## src/rtl/mem_stage_dual_arbiter_if.sv

```systemverilog
// Data-memory port bundle shared by the MEM-stage arbiter (master) and the
// single-ported data memory (slave).
interface mem_stage_dual_arbiter_if #(
    parameter int ADDR_W = 8
);
    logic [ADDR_W-1:0] dmem_addr;
    logic              dmem_we;
    logic [31:0]       dmem_wdata;
    logic [31:0]       dmem_rdata;

    modport master (
        output dmem_addr,
        output dmem_we,
        output dmem_wdata,
        input  dmem_rdata
    );

    modport slave (
        input  dmem_addr,
        input  dmem_we,
        input  dmem_wdata,
        output dmem_rdata
    );
endinterface

```

## src/rtl/mem_stage_dual_arbiter.sv

```systemverilog
// MEM stage for the dual-issue pipeline: serializes same-cycle memory accesses
// of both lanes over one shared data-memory port and registers MEM/WB state.
module mem_stage_dual_arbiter #(
    parameter int ADDR_W = 8
) (
    input  logic        clk,
    input  logic        reset,

    input  logic        MemReadEn_inst1_Mem,
    input  logic        MemWriteEn_inst1_Mem,
    input  logic        RegWriteEn_inst1_Mem,
    input  logic [1:0]  MemtoReg_inst1_Mem,
    input  logic [31:0] AluOutMem_inst1,
    input  logic [31:0] ReadData2Mem_inst1,
    input  logic [4:0]  dest_reg_inst1_Mem,
    input  logic [7:0]  pcPlus1_Mem,

    input  logic        MemReadEn_inst2_Mem,
    input  logic        MemWriteEn_inst2_Mem,
    input  logic        RegWriteEn_inst2_Mem,
    input  logic [1:0]  MemtoReg_inst2_Mem,
    input  logic [31:0] AluOutMem_inst2,
    input  logic [31:0] ReadData2Mem_inst2,
    input  logic [4:0]  dest_reg_inst2_Mem,
    input  logic [7:0]  pcPlus2_Mem,

    mem_stage_dual_arbiter_if.master dmem,

    output logic        stall_mem,

    output logic        RegWriteEn_inst1_WB,
    output logic [1:0]  MemtoReg_inst1_WB,
    output logic [31:0] AluOut_inst1_WB,
    output logic [31:0] MemData_inst1_WB,
    output logic [4:0]  dest_reg_inst1_WB,
    output logic [7:0]  pcPlus_inst1_WB,

    output logic        RegWriteEn_inst2_WB,
    output logic [1:0]  MemtoReg_inst2_WB,
    output logic [31:0] AluOut_inst2_WB,
    output logic [31:0] MemData_inst2_WB,
    output logic [4:0]  dest_reg_inst2_WB,
    output logic [7:0]  pcPlus_inst2_WB
);

    typedef enum logic {
        SERVE  = 1'b0,
        SECOND = 1'b1
    } state_t;

    state_t state;

    logic              acc1, acc2, dual;
    logic [ADDR_W-1:0] port_addr;
    logic              port_we;
    logic [31:0]       port_wdata;
    logic [31:0]       rdata;

    logic              hold_rw1;
    logic [1:0]        hold_m2r1;
    logic [31:0]       hold_alu1;
    logic [4:0]        hold_dest1;
    logic [7:0]        hold_pc1;
    logic [31:0]       hold_data1;

    assign acc1  = MemReadEn_inst1_Mem | MemWriteEn_inst1_Mem;
    assign acc2  = MemReadEn_inst2_Mem | MemWriteEn_inst2_Mem;
    assign dual  = (state == SERVE) & acc1 & acc2;
    assign rdata = dmem.dmem_rdata;

    // Gating with reset keeps the port quiet during reset, so a lane-2 store
    // caught by reset in SECOND is dropped instead of written.
    assign stall_mem = reset & dual;

    always_comb begin
        port_addr  = '0;
        port_we    = 1'b0;
        port_wdata = '0;
        if (reset) begin
            if ((state == SECOND) || (!acc1 && acc2)) begin
                port_addr  = AluOutMem_inst2[ADDR_W-1:0];
                port_we    = MemWriteEn_inst2_Mem;
                port_wdata = ReadData2Mem_inst2;
            end else if (acc1) begin
                port_addr  = AluOutMem_inst1[ADDR_W-1:0];
                port_we    = MemWriteEn_inst1_Mem;
                port_wdata = ReadData2Mem_inst1;
            end
        end
    end

    assign dmem.dmem_addr  = port_addr;
    assign dmem.dmem_we    = port_we;
    assign dmem.dmem_wdata = port_wdata;

    always_ff @(posedge clk or negedge reset) begin
        if (!reset) begin
            state               <= SERVE;
            hold_rw1            <= 1'b0;
            hold_m2r1           <= '0;
            hold_alu1           <= '0;
            hold_dest1          <= '0;
            hold_pc1            <= '0;
            hold_data1          <= '0;
            RegWriteEn_inst1_WB <= 1'b0;
            MemtoReg_inst1_WB   <= '0;
            AluOut_inst1_WB     <= '0;
            MemData_inst1_WB    <= '0;
            dest_reg_inst1_WB   <= '0;
            pcPlus_inst1_WB     <= '0;
            RegWriteEn_inst2_WB <= 1'b0;
            MemtoReg_inst2_WB   <= '0;
            AluOut_inst2_WB     <= '0;
            MemData_inst2_WB    <= '0;
            dest_reg_inst2_WB   <= '0;
            pcPlus_inst2_WB     <= '0;
        end else begin
            case (state)
                SERVE: begin
                    if (acc1 && acc2) begin
                        // Park lane 1's result; both WB slots carry a bubble this cycle.
                        hold_rw1            <= RegWriteEn_inst1_Mem;
                        hold_m2r1           <= MemtoReg_inst1_Mem;
                        hold_alu1           <= AluOutMem_inst1;
                        hold_dest1          <= dest_reg_inst1_Mem;
                        hold_pc1            <= pcPlus1_Mem;
                        hold_data1          <= MemReadEn_inst1_Mem ? rdata : 32'd0;
                        RegWriteEn_inst1_WB <= 1'b0;
                        MemtoReg_inst1_WB   <= '0;
                        AluOut_inst1_WB     <= '0;
                        MemData_inst1_WB    <= '0;
                        dest_reg_inst1_WB   <= '0;
                        pcPlus_inst1_WB     <= '0;
                        RegWriteEn_inst2_WB <= 1'b0;
                        MemtoReg_inst2_WB   <= '0;
                        AluOut_inst2_WB     <= '0;
                        MemData_inst2_WB    <= '0;
                        dest_reg_inst2_WB   <= '0;
                        pcPlus_inst2_WB     <= '0;
                        state               <= SECOND;
                    end else begin
                        RegWriteEn_inst1_WB <= RegWriteEn_inst1_Mem;
                        MemtoReg_inst1_WB   <= MemtoReg_inst1_Mem;
                        AluOut_inst1_WB     <= AluOutMem_inst1;
                        MemData_inst1_WB    <= MemReadEn_inst1_Mem ? rdata : 32'd0;
                        dest_reg_inst1_WB   <= dest_reg_inst1_Mem;
                        pcPlus_inst1_WB     <= pcPlus1_Mem;
                        RegWriteEn_inst2_WB <= RegWriteEn_inst2_Mem;
                        MemtoReg_inst2_WB   <= MemtoReg_inst2_Mem;
                        AluOut_inst2_WB     <= AluOutMem_inst2;
                        MemData_inst2_WB    <= MemReadEn_inst2_Mem ? rdata : 32'd0;
                        dest_reg_inst2_WB   <= dest_reg_inst2_Mem;
                        pcPlus_inst2_WB     <= pcPlus2_Mem;
                    end
                end
                SECOND: begin
                    RegWriteEn_inst1_WB <= hold_rw1;
                    MemtoReg_inst1_WB   <= hold_m2r1;
                    AluOut_inst1_WB     <= hold_alu1;
                    MemData_inst1_WB    <= hold_data1;
                    dest_reg_inst1_WB   <= hold_dest1;
                    pcPlus_inst1_WB     <= hold_pc1;
                    RegWriteEn_inst2_WB <= RegWriteEn_inst2_Mem;
                    MemtoReg_inst2_WB   <= MemtoReg_inst2_Mem;
                    AluOut_inst2_WB     <= AluOutMem_inst2;
                    MemData_inst2_WB    <= MemReadEn_inst2_Mem ? rdata : 32'd0;
                    dest_reg_inst2_WB   <= dest_reg_inst2_Mem;
                    pcPlus_inst2_WB     <= pcPlus2_Mem;
                    state               <= SERVE;
                end
                default: state <= SERVE;
            endcase
        end
    end

endmodule
```

## src/flat_wrapper.sv

```systemverilog
// flat-port wrapper written by rule: the top's interface ports become plain ports
module mem_stage_dual_arbiter_flat 
#(
    parameter int ADDR_W = 8
)
  (clk, reset, MemReadEn_inst1_Mem, MemWriteEn_inst1_Mem, RegWriteEn_inst1_Mem, MemtoReg_inst1_Mem, AluOutMem_inst1, ReadData2Mem_inst1, dest_reg_inst1_Mem, pcPlus1_Mem, MemReadEn_inst2_Mem, MemWriteEn_inst2_Mem, RegWriteEn_inst2_Mem, MemtoReg_inst2_Mem, AluOutMem_inst2, ReadData2Mem_inst2, dest_reg_inst2_Mem, pcPlus2_Mem, stall_mem, RegWriteEn_inst1_WB, MemtoReg_inst1_WB, AluOut_inst1_WB, MemData_inst1_WB, dest_reg_inst1_WB, pcPlus_inst1_WB, RegWriteEn_inst2_WB, MemtoReg_inst2_WB, AluOut_inst2_WB, MemData_inst2_WB, dest_reg_inst2_WB, pcPlus_inst2_WB, dmem_dmem_addr, dmem_dmem_we, dmem_dmem_wdata, dmem_dmem_rdata);
  mem_stage_dual_arbiter_if #(.ADDR_W(ADDR_W)) dmem_i ();
  input  logic clk;
  input  logic reset;
  input  logic MemReadEn_inst1_Mem;
  input  logic MemWriteEn_inst1_Mem;
  input  logic RegWriteEn_inst1_Mem;
  input  logic [1:0] MemtoReg_inst1_Mem;
  input  logic [31:0] AluOutMem_inst1;
  input  logic [31:0] ReadData2Mem_inst1;
  input  logic [4:0] dest_reg_inst1_Mem;
  input  logic [7:0] pcPlus1_Mem;
  input  logic MemReadEn_inst2_Mem;
  input  logic MemWriteEn_inst2_Mem;
  input  logic RegWriteEn_inst2_Mem;
  input  logic [1:0] MemtoReg_inst2_Mem;
  input  logic [31:0] AluOutMem_inst2;
  input  logic [31:0] ReadData2Mem_inst2;
  input  logic [4:0] dest_reg_inst2_Mem;
  input  logic [7:0] pcPlus2_Mem;
  output logic stall_mem;
  output logic RegWriteEn_inst1_WB;
  output logic [1:0] MemtoReg_inst1_WB;
  output logic [31:0] AluOut_inst1_WB;
  output logic [31:0] MemData_inst1_WB;
  output logic [4:0] dest_reg_inst1_WB;
  output logic [7:0] pcPlus_inst1_WB;
  output logic RegWriteEn_inst2_WB;
  output logic [1:0] MemtoReg_inst2_WB;
  output logic [31:0] AluOut_inst2_WB;
  output logic [31:0] MemData_inst2_WB;
  output logic [4:0] dest_reg_inst2_WB;
  output logic [7:0] pcPlus_inst2_WB;
  output wire logic [$bits(dmem_i.dmem_addr)-1:0] dmem_dmem_addr;
  output wire logic [$bits(dmem_i.dmem_we)-1:0] dmem_dmem_we;
  output wire logic [$bits(dmem_i.dmem_wdata)-1:0] dmem_dmem_wdata;
  input wire logic [$bits(dmem_i.dmem_rdata)-1:0] dmem_dmem_rdata;
  assign dmem_dmem_addr = dmem_i.dmem_addr;
  assign dmem_dmem_we = dmem_i.dmem_we;
  assign dmem_dmem_wdata = dmem_i.dmem_wdata;
  assign dmem_i.dmem_rdata = dmem_dmem_rdata;
  mem_stage_dual_arbiter #(.ADDR_W(ADDR_W)) u_core (.clk(clk), .reset(reset), .MemReadEn_inst1_Mem(MemReadEn_inst1_Mem), .MemWriteEn_inst1_Mem(MemWriteEn_inst1_Mem), .RegWriteEn_inst1_Mem(RegWriteEn_inst1_Mem), .MemtoReg_inst1_Mem(MemtoReg_inst1_Mem), .AluOutMem_inst1(AluOutMem_inst1), .ReadData2Mem_inst1(ReadData2Mem_inst1), .dest_reg_inst1_Mem(dest_reg_inst1_Mem), .pcPlus1_Mem(pcPlus1_Mem), .MemReadEn_inst2_Mem(MemReadEn_inst2_Mem), .MemWriteEn_inst2_Mem(MemWriteEn_inst2_Mem), .RegWriteEn_inst2_Mem(RegWriteEn_inst2_Mem), .MemtoReg_inst2_Mem(MemtoReg_inst2_Mem), .AluOutMem_inst2(AluOutMem_inst2), .ReadData2Mem_inst2(ReadData2Mem_inst2), .dest_reg_inst2_Mem(dest_reg_inst2_Mem), .pcPlus2_Mem(pcPlus2_Mem), .dmem(dmem_i), .stall_mem(stall_mem), .RegWriteEn_inst1_WB(RegWriteEn_inst1_WB), .MemtoReg_inst1_WB(MemtoReg_inst1_WB), .AluOut_inst1_WB(AluOut_inst1_WB), .MemData_inst1_WB(MemData_inst1_WB), .dest_reg_inst1_WB(dest_reg_inst1_WB), .pcPlus_inst1_WB(pcPlus_inst1_WB), .RegWriteEn_inst2_WB(RegWriteEn_inst2_WB), .MemtoReg_inst2_WB(MemtoReg_inst2_WB), .AluOut_inst2_WB(AluOut_inst2_WB), .MemData_inst2_WB(MemData_inst2_WB), .dest_reg_inst2_WB(dest_reg_inst2_WB), .pcPlus_inst2_WB(pcPlus_inst2_WB));
endmodule
```

## config.mk

```make
export PLATFORM = sky130hd
export DESIGN_NAME = mem_stage_dual_arbiter_flat
export DESIGN_NICKNAME = d
export VERILOG_FILES = /design/src/rtl/mem_stage_dual_arbiter_if.sv /design/src/rtl/mem_stage_dual_arbiter.sv /design/src/flat_wrapper.sv
export SDC_FILE = /design/constraint.sdc
export NUM_CORES = 1
export LEC_CHECK = 0
export BUFFER_PORTS_ARGS = -buffer_cell sky130_fd_sc_hd__buf_2
export CAP_MARGIN = 40
export CORE_AREA = 2 2 157 159
export CTS_CLUSTER_DIAMETER = 150
export DETAILED_ROUTE_END_ITERATION = 10
export DIE_AREA = 0 0 159 161
export GPL_TIMING_DRIVEN = 0
export PLACE_DENSITY = 0.65
export SLEW_MARGIN = 30
export SYNTH_ARGS = -nofsm -noshare
export SYNTH_HDL_FRONTEND = slang
export SYNTH_SLANG_ARGS = --single-unit
```

## constraint.sdc

```tcl
create_clock -name clk -period 1.74 [get_ports clk]
set_clock_uncertainty 0.05 [all_clocks]
set_input_delay 0.174 -clock clk [delete_from_list [all_inputs] [get_ports clk]]
set_output_delay 0.174 -clock clk [all_outputs]
set_load 0.005 [all_outputs]
```

* Yosys cells after proc, flatten, opt, wreduce, memory -nomap -nowiden
Index checks and enable logic that the tools add are counted.
** Storage, ports and cells
- Flip-flop bits (word level) :: 241
- Bits of input ports :: 198
- Logic and storage cells :: 67
** Cells by class
- Muxes and demuxes :: 37
- Bitwise gates (word level) :: 6
- Reductions and logical operators :: 5
** Operator list (count)
- $mux W32 :: 9
- $pmux W32 S2 :: 4
- $mux W8 :: 5
- $pmux W8 S2 :: 2
- $pmux W5 S2 :: 2
- $mux W5 :: 2
- $pmux W2 S2 :: 2
- $mux W1 :: 6
- $pmux W1 S2 :: 3
- $mux W2 :: 2
- $and A1 B1 Y1 :: 3
- $logic_and A1 B1 Y1 :: 2
- $or A1 B1 Y1 :: 2
- $reduce_and A2 Y1 :: 1
- $logic_not A1 Y1 :: 1
- $logic_or A1 B1 Y1 :: 1
- $not A1 Y1 :: 1

* Longest topological paths before layout
- Depth in word-level cells :: 6
- Mapped depth :: 6
- Mapped depth without buffers :: 4

* Worst setup path after synthesis
Ideal clock, no wire load.
- Path type :: register to output
- From :: register u_core.state
- To :: output port dmem_dmem_addr[7]
- Arrival :: 1.277 ns
- Required time :: 1.516 ns
- Path slack :: 0.239 ns
- Cell stages (with the launch flop) :: 6
- Cell sequence :: dfrtp_1 > o21ba_2 > and2_1 > clkbuf_1 > buf_1 > a32o_1
** On the way
- Word-level cells in the longest chain between the ends :: 3
** RTL lines
- start: declaration :: RTL line mem_stage_dual_arbiter.sv:51 : state_t state;
- start signal: assignment :: RTL line mem_stage_dual_arbiter.sv:98 : state <= SERVE;
- start signal: assignment :: RTL line mem_stage_dual_arbiter.sv:140 : state <= SECOND;
- start signal: assignment :: RTL line mem_stage_dual_arbiter.sv:169 : state <= SERVE;
- $logic_or A1 B1 Y1 :: RTL line mem_stage_dual_arbiter.sv:80 : if ((state == SECOND) || (!acc1 && acc2)) begin
- $mux W8 :: RTL line mem_stage_dual_arbiter.sv:80
- $mux W8 :: RTL line mem_stage_dual_arbiter.sv:79 : if (reset) begin
- end: declaration :: RTL line flat_wrapper.sv:39 : output wire logic [$bits(dmem_i.dmem_addr)-1:0] dmem_dmem_addr;
No other way between the ends.

* Final worst setup path
- From :: register u_core.state
- To :: output port dmem_dmem_wdata[8]
** On the way
- Word-level cells in the longest chain between the ends :: 3
** RTL lines
- $logic_or A1 B1 Y1 :: RTL line mem_stage_dual_arbiter.sv:80
- $mux W32 :: RTL line mem_stage_dual_arbiter.sv:80
- $mux W32 :: RTL line mem_stage_dual_arbiter.sv:79
- end: declaration :: RTL line flat_wrapper.sv:41 : output wire logic [$bits(dmem_i.dmem_wdata)-1:0] dmem_dmem_wdata;
No other way between the ends.

==> metrics.cfg <==
[synthesis]
yosys_most_used_dff = dfrtp_1
synth.area.top_cells = dfrtp_1, a22o_1, and2_1
synth_commonest_cells = dfrtp_1, a22o_1, and2_1, a32o_1, mux2_1
ys_seq_elements = 241
yosys_warnings = 0
synth_area_um2 = 8780
synth_edf_count = 0
synthArstFlopShare_pct = 100
syn_avg_cell_area_um2 = 14.9
synth_top_area_share_pct = 68.7
synth.most_common_cell = dfrtp_1
synth_cell_types = 20
synth_fp_nets = 786
yosysSeqAreaShare_pct = 68.7
postSynthCellCount = 588
synth_top_area_cell = dfrtp_1

[timing]
max_freq_mhz = 480
final.setup.tns_ps = -14730
finalSetupViolCount = 82
final_hold_viol_count = 0
holdWs_ps = 123
fin_crit_ps = 2080
timing.final.crit_share_pct = 120
rsz0062_at_grt = true
worst_pin_slew_ps = 660
fin_ws_ps = -345
slew_headroom_pct = 56.0
maxSlewViolCount = 0

[die]
core_um2 = 24000
rows = 57
fp.dieH_um = 161
die_area_um2 = 25600
ios = 400
die_x_um = 159
start_util_pct = 36.6

[clocking]
cts_buffers = 26
clock-sinks = 241
path_clk_slew_ps = 60
htree_num_levels = 1
cts-root-buf = clkbuf_16
clk_path_buf_depth = 3
cts_tree = yes
insertion_delay_ps = 520

[routing]
wl_per_cell_um = 19.1
via_per_inst = 4.85
drt_pass1_iterations = 4
ant_nets = 0
vias = 7365
drt_iter0_markers = 364
drc = 0
postRouteWirelength_um = 29000

[placement]
dpl.hpwl_um = 19500
port_buffers = 399
dp_cells = 1313
place_congestion = 0.892
placed_area_um2 = 11200
dpl_worst_slack_ps = -1130

[layout]
fillers = 1901
num-nets-final = 1369
final_core_util_pct = 59.1
drive_above_1_share_pct = 46.4
syn2layout_area_growth_pct = 61.4
finalNonFillerCells = 1518
design_area_um2 = 14200

[power]
powerDensity_nw_per_um2 = 1070
power_mw = 15.1
p_leak_nw = 7.30
peakVddDrop_mv = 0.723

[global_route]
grt_pass1_vias = 7954
grt_pass1_wl_um = 43900
grt_max_degree = 86
antenna_found_initial = 3
grt_use_total_pct = 21.8
grt_overflow = 0

[worst_setup_path]
critPathLaunchType = register
cp_max_fo = 7
critPathRequiredTime_ps = 1520
arrival_ps = 1860
crit_type = register to output pin
endpoint_kind = output pin

[hold_path]
hp-class = primary input to register

[status]
run_status = complete, but fails checks
violations = setup timing

[flow_run]
maxCapViolations = 0

critical path, stage by stage, from the launching register on:
cell	delay [ps]
dfrtp_1	400
buf_8	130
inv_6	50
o31ai_4	150
buf_6	180
a32o_2	290
buf_2	140
sequential cells by signal (all words and copies together) (netlist names):
name and flops:
u_core.AluOut_inst1_WB 32, u_core.AluOut_inst2_WB 32, u_core.MemData_inst1_WB 32, u_core.MemData_inst2_WB 32, u_core.hold_alu1 32, u_core.hold_data1 32
u_core.hold_pc1 8, u_core.pcPlus_inst1_WB 8, u_core.pcPlus_inst2_WB 8, u_core.dest_reg_inst1_WB 5, u_core.dest_reg_inst2_WB 5, u_core.hold_dest1 5
u_core.MemtoReg_inst1_WB 2, u_core.MemtoReg_inst2_WB 2, u_core.hold_m2r1 2, u_core.RegWriteEn_inst1_WB 1, u_core.RegWriteEn_inst2_WB 1, u_core.hold_rw1 1
u_core.state 1
where the power goes:
group          internal [mW]  leakage [nW]  switching, mW  total, mW
clock network           3.40         0.446           2.25       5.65
registers               6.34          3.05          0.287       6.62
logic                   1.57          3.81           1.29       2.85
total                   11.3          7.30           3.82       15.1
what timing repair did:
item | 4_1_cts | 5_1_grt
hold buffers | 135 | 0
hold endpoints to repair | 481 | 0
gates cloned | 5 | 3
endpoints found under the setup margin | 183 | 75
pin swaps | 9 | 6
gates resized for setup | 86 | 40
buffers inserted | 7 | 7
path summary, 6_finish.rpt:
check / startpoint / endpoint / slack, ps / depth (start not counted)
max: u_core.state / dmem_dmem_wdata[8] / -340 / 6
min: MemReadEn_inst2_Mem / u_core.MemData_inst2_WB[31] / 120 / 3
max reg2reg: u_core.state / u_core.MemData_inst1_WB[2] / -70 / 9
min reg2reg: u_core.hold_pc1[5] / u_core.hold_pc1[5] / 440 / 1
max in group asynchronous: reset / u_core.hold_alu1[4] / 690 / 5
min in group asynchronous: reset / u_core.MemData_inst1_WB[23] / 270 / 4
cells in the final DEF, fill, tap and decap left out, types with 2 or more instances in the layout:
cell type / instances
buf_2: 397
dfrtp_1: 241
dlygate4sd3_1: 131
a22o_1: 112
and2_1: 80
clkbuf_16: 30
mux2_1: 29
buf_6: 22
a32o_1: 21
clkbuf_1: 20
a32o_2: 19
mux2_2: 19
clkbuf_8: 13
buf_4: 10
buf_8: 6
clkinv_2: 5
buf_12: 5
buf_16: 4
diode_2: 3
clkbuf_2: 3
nor2_1: 2
inv_6: 2
and2_4: 2
clkbuf_4: 2
clkinvlp_4: 2
bufbuf_16: 2
cells by family after synthesis:
kind of cell / share of synthesized area, %
and+or+nand+nor: 6.30
AOI/OAI and AO/OA: 16.2
muxes: 6.16
buffers and inverters: 2.68
DFF: 68.7
per-layer routing:
metal | vias up | part of all wire [%] | track usage (%)
met5 | - | 0 | 0
met4 | 0 | 3.8 | 8.88
met3 | 69 | 6.2 | 4.85
met2 | 307 | 52 | 39.7
met1 | 3668 | 38 | 24.9
li1 | 3321 | - | -
area by class of cell:
cell class | count | area (um^2) | share of cell area, %
Inverter | 2 | 15.0 | 0.106
Multi-Input combinational cell | 294 | 2610 | 18.4
Antenna cell | 3 | 7.51 | 0.0530
Buffer | 49 | 389 | 2.75
Timing Repair Buffer | 557 | 3810 | 26.9
Sequential cell | 241 | 6030 | 42.6
Clock inverter | 9 | 78.8 | 0.556
Clock buffer | 39 | 821 | 5.79
Tap cell | 324 | 405 | 2.86
Note: power is estimated with default switching activity, not from simulation.
